**src/rtl/cla_pipe_addsub.sv**
```systemverilog
// Pipelined two-level carry-lookahead adder/subtractor with valid/ready flow control.
// Subtract mode computes A + ~B + 1; ovf is carry-into-MSB XOR carry-out.
// STAGES=1 registers only the result; STAGES=2 adds a register after the
// group-carry lookahead so the in-group carry/sum logic sits in the second cycle.
module cla_pipe_addsub #(
    parameter int WIDTH  = 16,
    parameter int GROUP  = 4,
    parameter int STAGES = 2
) (
    input  logic             clk,
    input  logic             rst_n,
    input  logic             in_valid,
    output logic             in_ready,
    input  logic [WIDTH-1:0] a,
    input  logic [WIDTH-1:0] b,
    input  logic             cin,
    input  logic             sub,
    output logic             out_valid,
    input  logic             out_ready,
    output logic [WIDTH-1:0] sum,
    output logic             cout,
    output logic             ovf
);
    localparam int NG = WIDTH / GROUP;

    if ((STAGES != 1) && (STAGES != 2)) begin : g_bad_stages
        $error("cla_pipe_addsub: STAGES must be 1 or 2");
    end
    if ((WIDTH % GROUP) != 0) begin : g_bad_group
        $error("cla_pipe_addsub: WIDTH must be a multiple of GROUP");
    end

    // ---------------- front end: effective operands and group carries ----------
    logic [WIDTH-1:0] w_b_eff;
    logic [WIDTH-1:0] w_fg;
    logic [WIDTH-1:0] w_fp;
    logic             w_c0;
    logic [NG-1:0]    w_gg;
    logic [NG-1:0]    w_gp;
    logic [NG:0]      w_cg;

    assign w_b_eff = sub ? ~b : b;
    assign w_c0    = sub ? 1'b1 : cin;
    assign w_fg    = a & w_b_eff;
    assign w_fp    = a | w_b_eff;

    // Group generate/propagate as fully expanded sum-of-products per group
    always_comb begin
        logic w_t;
        w_gg = {NG{1'b0}};
        w_gp = {NG{1'b0}};
        w_t  = 1'b0;
        for (int j = 0; j < NG; j++) begin
            w_gp[j] = &w_fp[j*GROUP +: GROUP];
            for (int m = 0; m < GROUP; m++) begin
                w_t = w_fg[j*GROUP + m];
                for (int q = m + 1; q < GROUP; q++) begin
                    w_t = w_t & w_fp[j*GROUP + q];
                end
                w_gg[j] = w_gg[j] | w_t;
            end
        end
    end

    // Second-level lookahead: every group carry-in comes straight from c0 and the
    // group G/P terms, never from the previous group's carry (index NG is cout)
    always_comb begin
        logic w_t;
        w_cg = {(NG+1){1'b0}};
        w_t  = 1'b0;
        for (int j = 0; j <= NG; j++) begin
            w_t = w_c0;
            for (int q = 0; q < j; q++) begin
                w_t = w_t & w_gp[q];
            end
            w_cg[j] = w_t;
            for (int m = 0; m < j; m++) begin
                w_t = w_gg[m];
                for (int q = m + 1; q < j; q++) begin
                    w_t = w_t & w_gp[q];
                end
                w_cg[j] = w_cg[j] | w_t;
            end
        end
    end

    // ---------------- back end: in-group carries and sum -----------------------
    logic [WIDTH-1:0] w_x_a;
    logic [WIDTH-1:0] w_x_b;
    logic [NG:0]      w_x_cg;
    logic [WIDTH-1:0] w_xg;
    logic [WIDTH-1:0] w_xp;
    logic [WIDTH-1:0] w_bc;
    logic [WIDTH-1:0] w_sum;

    assign w_xg = w_x_a & w_x_b;
    assign w_xp = w_x_a | w_x_b;

    // In-group lookahead: each bit carry expanded from its own group carry-in
    always_comb begin
        logic w_t;
        logic w_c;
        w_bc = {WIDTH{1'b0}};
        w_t  = 1'b0;
        w_c  = 1'b0;
        for (int j = 0; j < NG; j++) begin
            for (int k = 0; k < GROUP; k++) begin
                w_c = w_x_cg[j];
                for (int q = 0; q < k; q++) begin
                    w_c = w_c & w_xp[j*GROUP + q];
                end
                for (int m = 0; m < k; m++) begin
                    w_t = w_xg[j*GROUP + m];
                    for (int q = m + 1; q < k; q++) begin
                        w_t = w_t & w_xp[j*GROUP + q];
                    end
                    w_c = w_c | w_t;
                end
                w_bc[j*GROUP + k] = w_c;
            end
        end
    end

    assign w_sum = w_x_a ^ w_x_b ^ w_bc;

    // ---------------- flow control and pipeline registers ---------------------
    logic             r_rdy_en;
    logic             r_out_v;
    logic [WIDTH-1:0] r_sum;
    logic             r_cout;
    logic             r_ovf;
    logic             w_out_adv;
    logic             w_acc;
    logic             w_ld_v;

    assign w_out_adv = ~r_out_v | out_ready;
    assign w_acc     = in_valid & in_ready;

    // Keep in_ready low through reset and release it on the first clock after
    always_ff @(posedge clk or negedge rst_n) begin
        if (!rst_n) begin
            r_rdy_en <= 1'b0;
        end else begin
            r_rdy_en <= 1'b1;
        end
    end

    if (STAGES == 2) begin : g_two
        logic             r_s1_v;
        logic [WIDTH-1:0] r_s1_a;
        logic [WIDTH-1:0] r_s1_b;
        logic [NG:0]      r_s1_cg;
        logic             w_s1_adv;

        assign w_s1_adv = ~r_s1_v | w_out_adv;
        assign in_ready = r_rdy_en & w_s1_adv;

        // Stage-1 register: operands and group carries of the accepted beat
        always_ff @(posedge clk or negedge rst_n) begin
            if (!rst_n) begin
                r_s1_v  <= 1'b0;
                r_s1_a  <= {WIDTH{1'b0}};
                r_s1_b  <= {WIDTH{1'b0}};
                r_s1_cg <= {(NG+1){1'b0}};
            end else if (w_s1_adv) begin
                r_s1_v <= w_acc;
                if (w_acc) begin
                    r_s1_a  <= a;
                    r_s1_b  <= w_b_eff;
                    r_s1_cg <= w_cg;
                end
            end
        end

        assign w_x_a  = r_s1_a;
        assign w_x_b  = r_s1_b;
        assign w_x_cg = r_s1_cg;
        assign w_ld_v = r_s1_v;
    end else begin : g_one
        assign in_ready = r_rdy_en & w_out_adv;
        assign w_x_a    = a;
        assign w_x_b    = w_b_eff;
        assign w_x_cg   = w_cg;
        assign w_ld_v   = w_acc;
    end

    // Output register: result is held while the consumer stalls
    always_ff @(posedge clk or negedge rst_n) begin
        if (!rst_n) begin
            r_out_v <= 1'b0;
            r_sum   <= {WIDTH{1'b0}};
            r_cout  <= 1'b0;
            r_ovf   <= 1'b0;
        end else if (w_out_adv) begin
            r_out_v <= w_ld_v;
            if (w_ld_v) begin
                r_sum  <= w_sum;
                r_cout <= w_x_cg[NG];
                r_ovf  <= w_bc[WIDTH-1] ^ w_x_cg[NG];
            end
        end
    end

    assign out_valid = r_out_v;
    assign sum       = r_sum;
    assign cout      = r_cout;
    assign ovf       = r_ovf;

endmodule

```
**config.mk**
```make
export PLATFORM = sky130hd
export DESIGN_NAME = cla_pipe_addsub
export DESIGN_NICKNAME = d
export VERILOG_FILES = /design/src/rtl/cla_pipe_addsub.sv
export SDC_FILE = /design/constraint.sdc
export NUM_CORES = 1
export LEC_CHECK = 0
export ABC_CLOCK_PERIOD_IN_PS = 2200
export CORE_ASPECT_RATIO = 0.6
export CORE_MARGIN = 1.5
export CORE_UTILIZATION = 50
export DETAILED_ROUTE_END_ITERATION = 16
export GPL_ROUTABILITY_DRIVEN = 1
export PLACE_DENSITY = 0.76
export SLEW_MARGIN = 20
export SYNTH_ARGS = -nofsm -noshare
export SYNTH_HDL_FRONTEND = slang
export SYNTH_SLANG_ARGS = --single-unit
```
**constraint.sdc**
```tcl
create_clock -name clk -period 2.2 [get_ports clk]
set_input_delay 0.44 -clock clk [delete_from_list [all_inputs] [get_ports clk]]
set_output_delay 0.44 -clock clk [all_outputs]
set_load 0.05 [all_outputs]
```
==> metrics.cfg, run 1 <==
[timing]
worst_pin_slew_ps=502.6
finalCriticalPeriod_ps=2015
timing.slew.headroom=0.6639
maxSlewViolCount=0
finalClockSkew_ps=6.901
max_freq_ghz=0.4962
setup_tns_ps=0
setup_violations=0
rsz0062_at_grt=no
hold_violations=0
worst_slack_ps=184.6
whs_ps=99.59
fin_crit_sh=0.9161

[worst_setup_path]
start_kind=input port
crit_path_top_delay_cell=clkdlybuf4s50_1
r2r_cells=9
critPathCaptureType=output pin
critPathArrivalTime_ps=1580
crit_path_max_incr_delay_ps=420
crit_chain=clkdlybuf4s50_1, nand3b_1, and2_1, buf_4, buf_12
crit_fanout=3
worstPathRequired_ps=1760
crit_type=input port to output pin

[power_and_ir_drop]
power_frac_seq=0.323
swShare=0.3777
leakage_nw=2.147
pwr-share-comb=0.389
internal_power_mw=2.888
powerDensity_mw_per_mm2=1020
peakVddDrop_mv=0.8663
p_clk_frac=0.288
p_sw_mw=1.753

[yosys]
yosysUniqueCellTypes=42
synth_top_family_by_area=compound AO/OA/AOI/OAI gates
ys.flop_type=dfrtp_1
synth_top_area_share=0.4165
synth_mux_area_frac=0.006463
netlist.top_cell.by_area=dfrtp_1
synthTopCellsByCount=dfrtp_1 (58), nand2_1 (56), inv_1 (49), o21ai_0 (47), ha_1 (24)
synth_fa_ha_area_frac=0.1092
avgSynthCellArea_um2=9.051
yosys.area_share.simple=0.1016
ys_warn_count=0
synthesis.area_mm2=0.003485
yosysMostFrequentCell=dfrtp_1
ys_top_cells_by_area=dfrtp_1 (42%), ha_1 (8.6%), o21ai_0 (6.8%)
postSynth.asyncResetShare=1.000
synth_cells=385
synth_xor_area_frac=0.08294
synth-compound-area-share=0.2043
synth_seq_cells=58
syn-num-nets=451
yosysSeqAreaShare=0.4165
synth_edf_count=0

[final_layout]
stdcell_area_mm2=0.004549
layout-drive-gt1-share=0.1032
post-route-util=0.6785
syn_to_final_growth_pct=30.56
antenna_cells=0
nets=526

[die]
chipWidth_um=110.8
row_count=23
start_util=0.5197
core_region_area_mm2=0.006705
top_level_ports=58
dieArea_mm2=0.007496
dieHeight_um=67.67

[placement]
placed_cell_area_mm2=0.004263
io_buffer_count=57
hpwl_um=5831
post-place-ws_ps=-119.0
place_congestion=0.8257

[clock_network]
hold_buffers=0
post_cts_buffers=0
cts-resized-gates=0
cts_sinks=58
h-tree-depth=3
insertion_delay_ps=330
cts_tree=yes
cts_inserted_buffers=9
cts_root_buf=clkbuf_16
clk_pin_slew_ps=50
cts_max_path_buffers=2

[worst_hold_path]
worst_hold_path_type=input port to async pin

[outcome]
status=finished, final reports clean

[grt]
grt_antenna_before_repair=0
grt_first_pass_wirelength_um=12580
gr-usage-all-layers=0.2168
grt_max_degree=59
grt_overflow=0
grt_pass1_vias=2680

[route]
via_count=2844
wl_per_cell_um=13.70
vias_per_cell=5.152
wl_um=7563
drtAntennaViolNets=0
drt-pass1-iter-count=4
drtIter0Drc=131
drc_errors=0

[job]
maxCapViolations=0

-- sequential cells by signal, indices dropped and copies added, names as in the netlist --
signal	flops
cout	1
g_two.r_s1_a	16
g_two.r_s1_b	16
r_rdy_en	1
out_valid	1
g_two.r_s1_cg	5
sum	16
g_two.r_s1_v	1
ovf	1
-- logic make-up (layout without fill, tap and decap cells) --
| group | count (synthesis) | after routing |
|---|---|---|
| AOI/OAI and AO/OA | 111 | 111 |
| other | 1 | 1 |
| buffers and inverters | 65 | 145 |
| and+or+nand+nor | 87 | 87 |
| xor gates and xnor gates | 33 | 33 |
| muxes | 2 | 2 |
| adders and majority gates | 28 | 28 |
| DFF | 58 | 58 |
-- critical path, delay by kind of cell --
family                 cells  cell delay [ps]
buffers and inverters      3              700
AND/OR/NAND/NOR            2              440
-- worst paths after layout --
check	start	slack, ps	endpoint
min	rst_n	100	sum[3]
max in group asynchronous	rst_n	1820	g_two.r_s1_b[14]
max reg2reg	g_two.r_s1_a[12]	550	ovf
max	out_ready	180	in_ready
min in group clk	sum[4]	480	sum[4]
min reg2reg	sum[4]	480	sum[4]
-- per-layer routing --
metal	track usage	share of wire	vias to the layer above
li1	-	-	1433
met1	0.2988	0.49	1326
met2	0.3326	0.44	75
met3	0.05925	0.051	10
met4	0.07692	0.014	0
met5	0	0	-
-- power groups by stage --
stage | Combinational (mW) | Clock (mW) | Sequential, mW
after floorplan | 0.631 | 0 | 2.06
after global placement | 1.78 | 0 | 1.50
after detailed placement | 1.82 | 0 | 1.52
after CTS | 1.82 | 1.36 | 1.50
after global routing | 1.97 | 1.41 | 1.54
final | 1.81 | 1.34 | 1.50
-- cell usage in the layout (no fill, tap or decap), types with 3 or more instances in the layout --
master / Yosys / routed
o21bai_1: 3 / 3
o21ai_0: 47 / 47
ha_1: 24 / 24
clkbuf_16: 0 / 9
clkinv_2: 0 / 4
buf_4: 0 / 21
inv_1: 49 / 49
fa_1: 4 / 4
xor2_1: 22 / 22
nand2b_1: 4 / 4
clkdlybuf4s50_1: 0 / 55
o22ai_1: 7 / 7
dfrtp_1: 58 / 58
o221ai_1: 11 / 11
nor2_1: 19 / 19
a221oi_1: 4 / 4
nand2_1: 56 / 56
a21oi_1: 20 / 20
xnor2_1: 11 / 11
-- stage by stage --
stage / total power, mW / instances
3_3_place_gp: 3.286 / 536
2_1_floorplan: 2.688 / 385
4_1_cts: 4.690 / 552
6_report: 4.642 / 552
3_5_place_dp: 3.338 / 536
5_1_grt: 4.914 / 552
-- final cells by class --
class	instances	area, um2
multi-input cells	262	1762
clock buffers	10	229.0
flip-flops and latches	58	1451
inverters	50	187.7
well taps	87	108.9
repair buffers	79	753.2
clock inverters	6	57.56
fillers	539	2156
Note: power is estimated with default switching activity, not from simulation.
==> inputs of run 2 (changes only) <==
--- a/config.mk
+++ b/config.mk
@@ -12,7 +12,6 @@
 export DETAILED_ROUTE_END_ITERATION = 16
 export GPL_ROUTABILITY_DRIVEN = 1
 export PLACE_DENSITY = 0.76
-export SLEW_MARGIN = 20
 export SYNTH_ARGS = -nofsm -noshare
 export SYNTH_HDL_FRONTEND = slang
 export SYNTH_SLANG_ARGS = --single-unit
==> results of run 2 <==
The final DEF is identical to that of run 1; final timing and power are the same.
==> inputs of run 3 (changes only) <==
--- a/config.mk
+++ b/config.mk
@@ -5,13 +5,15 @@
 export SDC_FILE = /design/constraint.sdc
 export NUM_CORES = 1
 export LEC_CHECK = 0
-export ABC_CLOCK_PERIOD_IN_PS = 2200
+export ABC_CLOCK_PERIOD_IN_PS = 2400
 export CORE_ASPECT_RATIO = 0.6
 export CORE_MARGIN = 1.5
 export CORE_UTILIZATION = 50
 export DETAILED_ROUTE_END_ITERATION = 16
 export GPL_ROUTABILITY_DRIVEN = 1
 export PLACE_DENSITY = 0.76
+export REMOVE_ABC_BUFFERS = 1
 export SYNTH_ARGS = -nofsm -noshare
 export SYNTH_HDL_FRONTEND = slang
 export SYNTH_SLANG_ARGS = --single-unit
+export TNS_END_PERCENT = 1
==> constraint.sdc (replaced) <==
create_clock -name clk -period 2.4 [get_ports clk]
set_input_delay 0.48 -clock clk [delete_from_list [all_inputs] [get_ports clk]]
set_output_delay 0.48 -clock clk [all_outputs]
set_load 0.05 [all_outputs]
==> metrics.cfg, run 3 (same netlist as run 1, synthesis figures left out) <==
[grt]
grt_first_pass_wirelength_um=13230
grt_max_degree=34
grt_overflow=0
gr-usage-all-layers=0.2323
grt_antenna_before_repair=0
grt_pass1_vias=2833

[route]
drtAntennaViolNets=0
wl_per_cell_um=14.55
drc_errors=0
wl_um=7826
drtIter0Drc=84
via_count=2858
drt-pass1-iter-count=4
vias_per_cell=5.312

[clock_network]
insertion_delay_ps=330
cts-resized-gates=0
hold_buffers=0
cts_tree=yes
cts_max_path_buffers=2
post_cts_buffers=0
cts_root_buf=clkbuf_16
cts_sinks=58
h-tree-depth=3
clk_pin_slew_ps=50
cts_inserted_buffers=9

[power_and_ir_drop]
p_clk_frac=0.263
power_frac_seq=0.334
leakage_nw=2.075
powerDensity_mw_per_mm2=925.8
internal_power_mw=2.523
pwr-share-comb=0.403
peakVddDrop_mv=0.5546
p_sw_mw=1.582
swShare=0.3854

[timing]
maxSlewViolCount=0
finalCriticalPeriod_ps=2120
setup_violations=0
worst_slack_ps=279.7
fin_crit_sh=0.8835
setup_tns_ps=0
finalClockSkew_ps=4.930
worst_pin_slew_ps=510.8
hold_violations=0
rsz0062_at_grt=no
timing.slew.headroom=0.6584
max_freq_ghz=0.4716

[placement]
dp.cells=525
hpwl_um=5858
io_buffer_count=57
post-place-ws_ps=-49.07
place_congestion=0.7825

[die]
top_level_ports=58
dieHeight_um=67.67
core_region_area_mm2=0.006705
dieArea_mm2=0.007496
row_count=23
start_util=0.5197
chipWidth_um=110.8

[worst_setup_path]
worstPathRequired_ps=2610
critPathCaptureType=register
crit_fanout=20
start_kind=input port
crit_type=input port to register
critPathArrivalTime_ps=2330

[final_layout]
fillers=562
final_cells=538
mostFrequentLayoutCell=dfrtp_1
syn_to_final_growth_pct=27.25
nets=515
regArea_mm2=0.001451
multi_input_area_mm2=0.001762
mostFrequentLayoutCells=dfrtp_1 (58), nand2_1 (56), clkdlybuf4s50_1 (55), inv_1 (49), o21ai_0 (47)
antenna_cells=0
layout-drive-gt1-share=0.07095

[outcome]
status=finished, final reports clean

[job]
maxCapViolations=0

[worst_hold_path]
worst_hold_path_type=input port to async pin

-- run 3: per-stage QoR --
step / power, mW / area, um2 / hold WS (ps) / utilization
after floorplan: 2.442 / 3401 / 184.4 / -
after global placement: 2.988 / 4193 / 376.1 / 0.6253
after detailed placement: 3.043 / 4193 / 378.1 / 0.6253
after CTS: 4.156 / 4434 / 26.61 / 0.6613
after global routing: 4.363 / 4434 / 40.30 / 0.6613
final: 4.105 / 4434 / 28.07 / 0.6613
-- run 3: final timing paths --
check | from | endpoint | slack, ps | cells past startpoint
min in group clk | sum[5] | sum[5] | 480 | 2
hold / removal | rst_n | g_two.r_s1_b[1] | 30 | 1
setup / recovery | sub | g_two.r_s1_cg[4] | 280 | 8
setup reg to reg | g_two.r_s1_a[12] | ovf | 720 | 9
max in group asynchronous | rst_n | r_rdy_en | 1810 | 2
hold reg to reg | sum[5] | sum[5] | 480 | 2
-- run 3: area by class of cell --
type / count / share of cell area
sequential: 58 / 0.3273
tap: 87 / 0.02455
multi-input combinational: 262 / 0.3973
inverter: 50 / 0.04233
clock inverter: 1 / 0.001129
timing repair buffer: 68 / 0.1541
clock buffer: 12 / 0.05333
-- run 3: worst max-delay path, cell delays in order --
cell and delay (ps):
clkdlybuf4s50_1 590, buf_4 310, xnor2_1 170, a211oi_1 120, o21ai_0 190, nand2b_1 90, a311oi_1 290, nor2_1 80
-- run 3: per-layer routing --
layer | vias up | global-route usage | wire, um
li1 | 1408 | - | -
met1 | 1368 | 0.2947 | 3846
met2 | 74 | 0.3750 | 3508
met3 | 8 | 0.07092 | 369
met4 | 0 | 0.1026 | 100
met5 | - | 0 | 0
-- run 3: power by group through the flow --
stage | sequential, mW | combinational [mW] | clock, mW
final | 1.37 | 1.65 | 1.08
after floorplan | 1.89 | 0.556 | 0
after detailed placement | 1.39 | 1.66 | 0
after CTS | 1.38 | 1.67 | 1.11
after global placement | 1.38 | 1.61 | 0
after global routing | 1.41 | 1.80 | 1.15
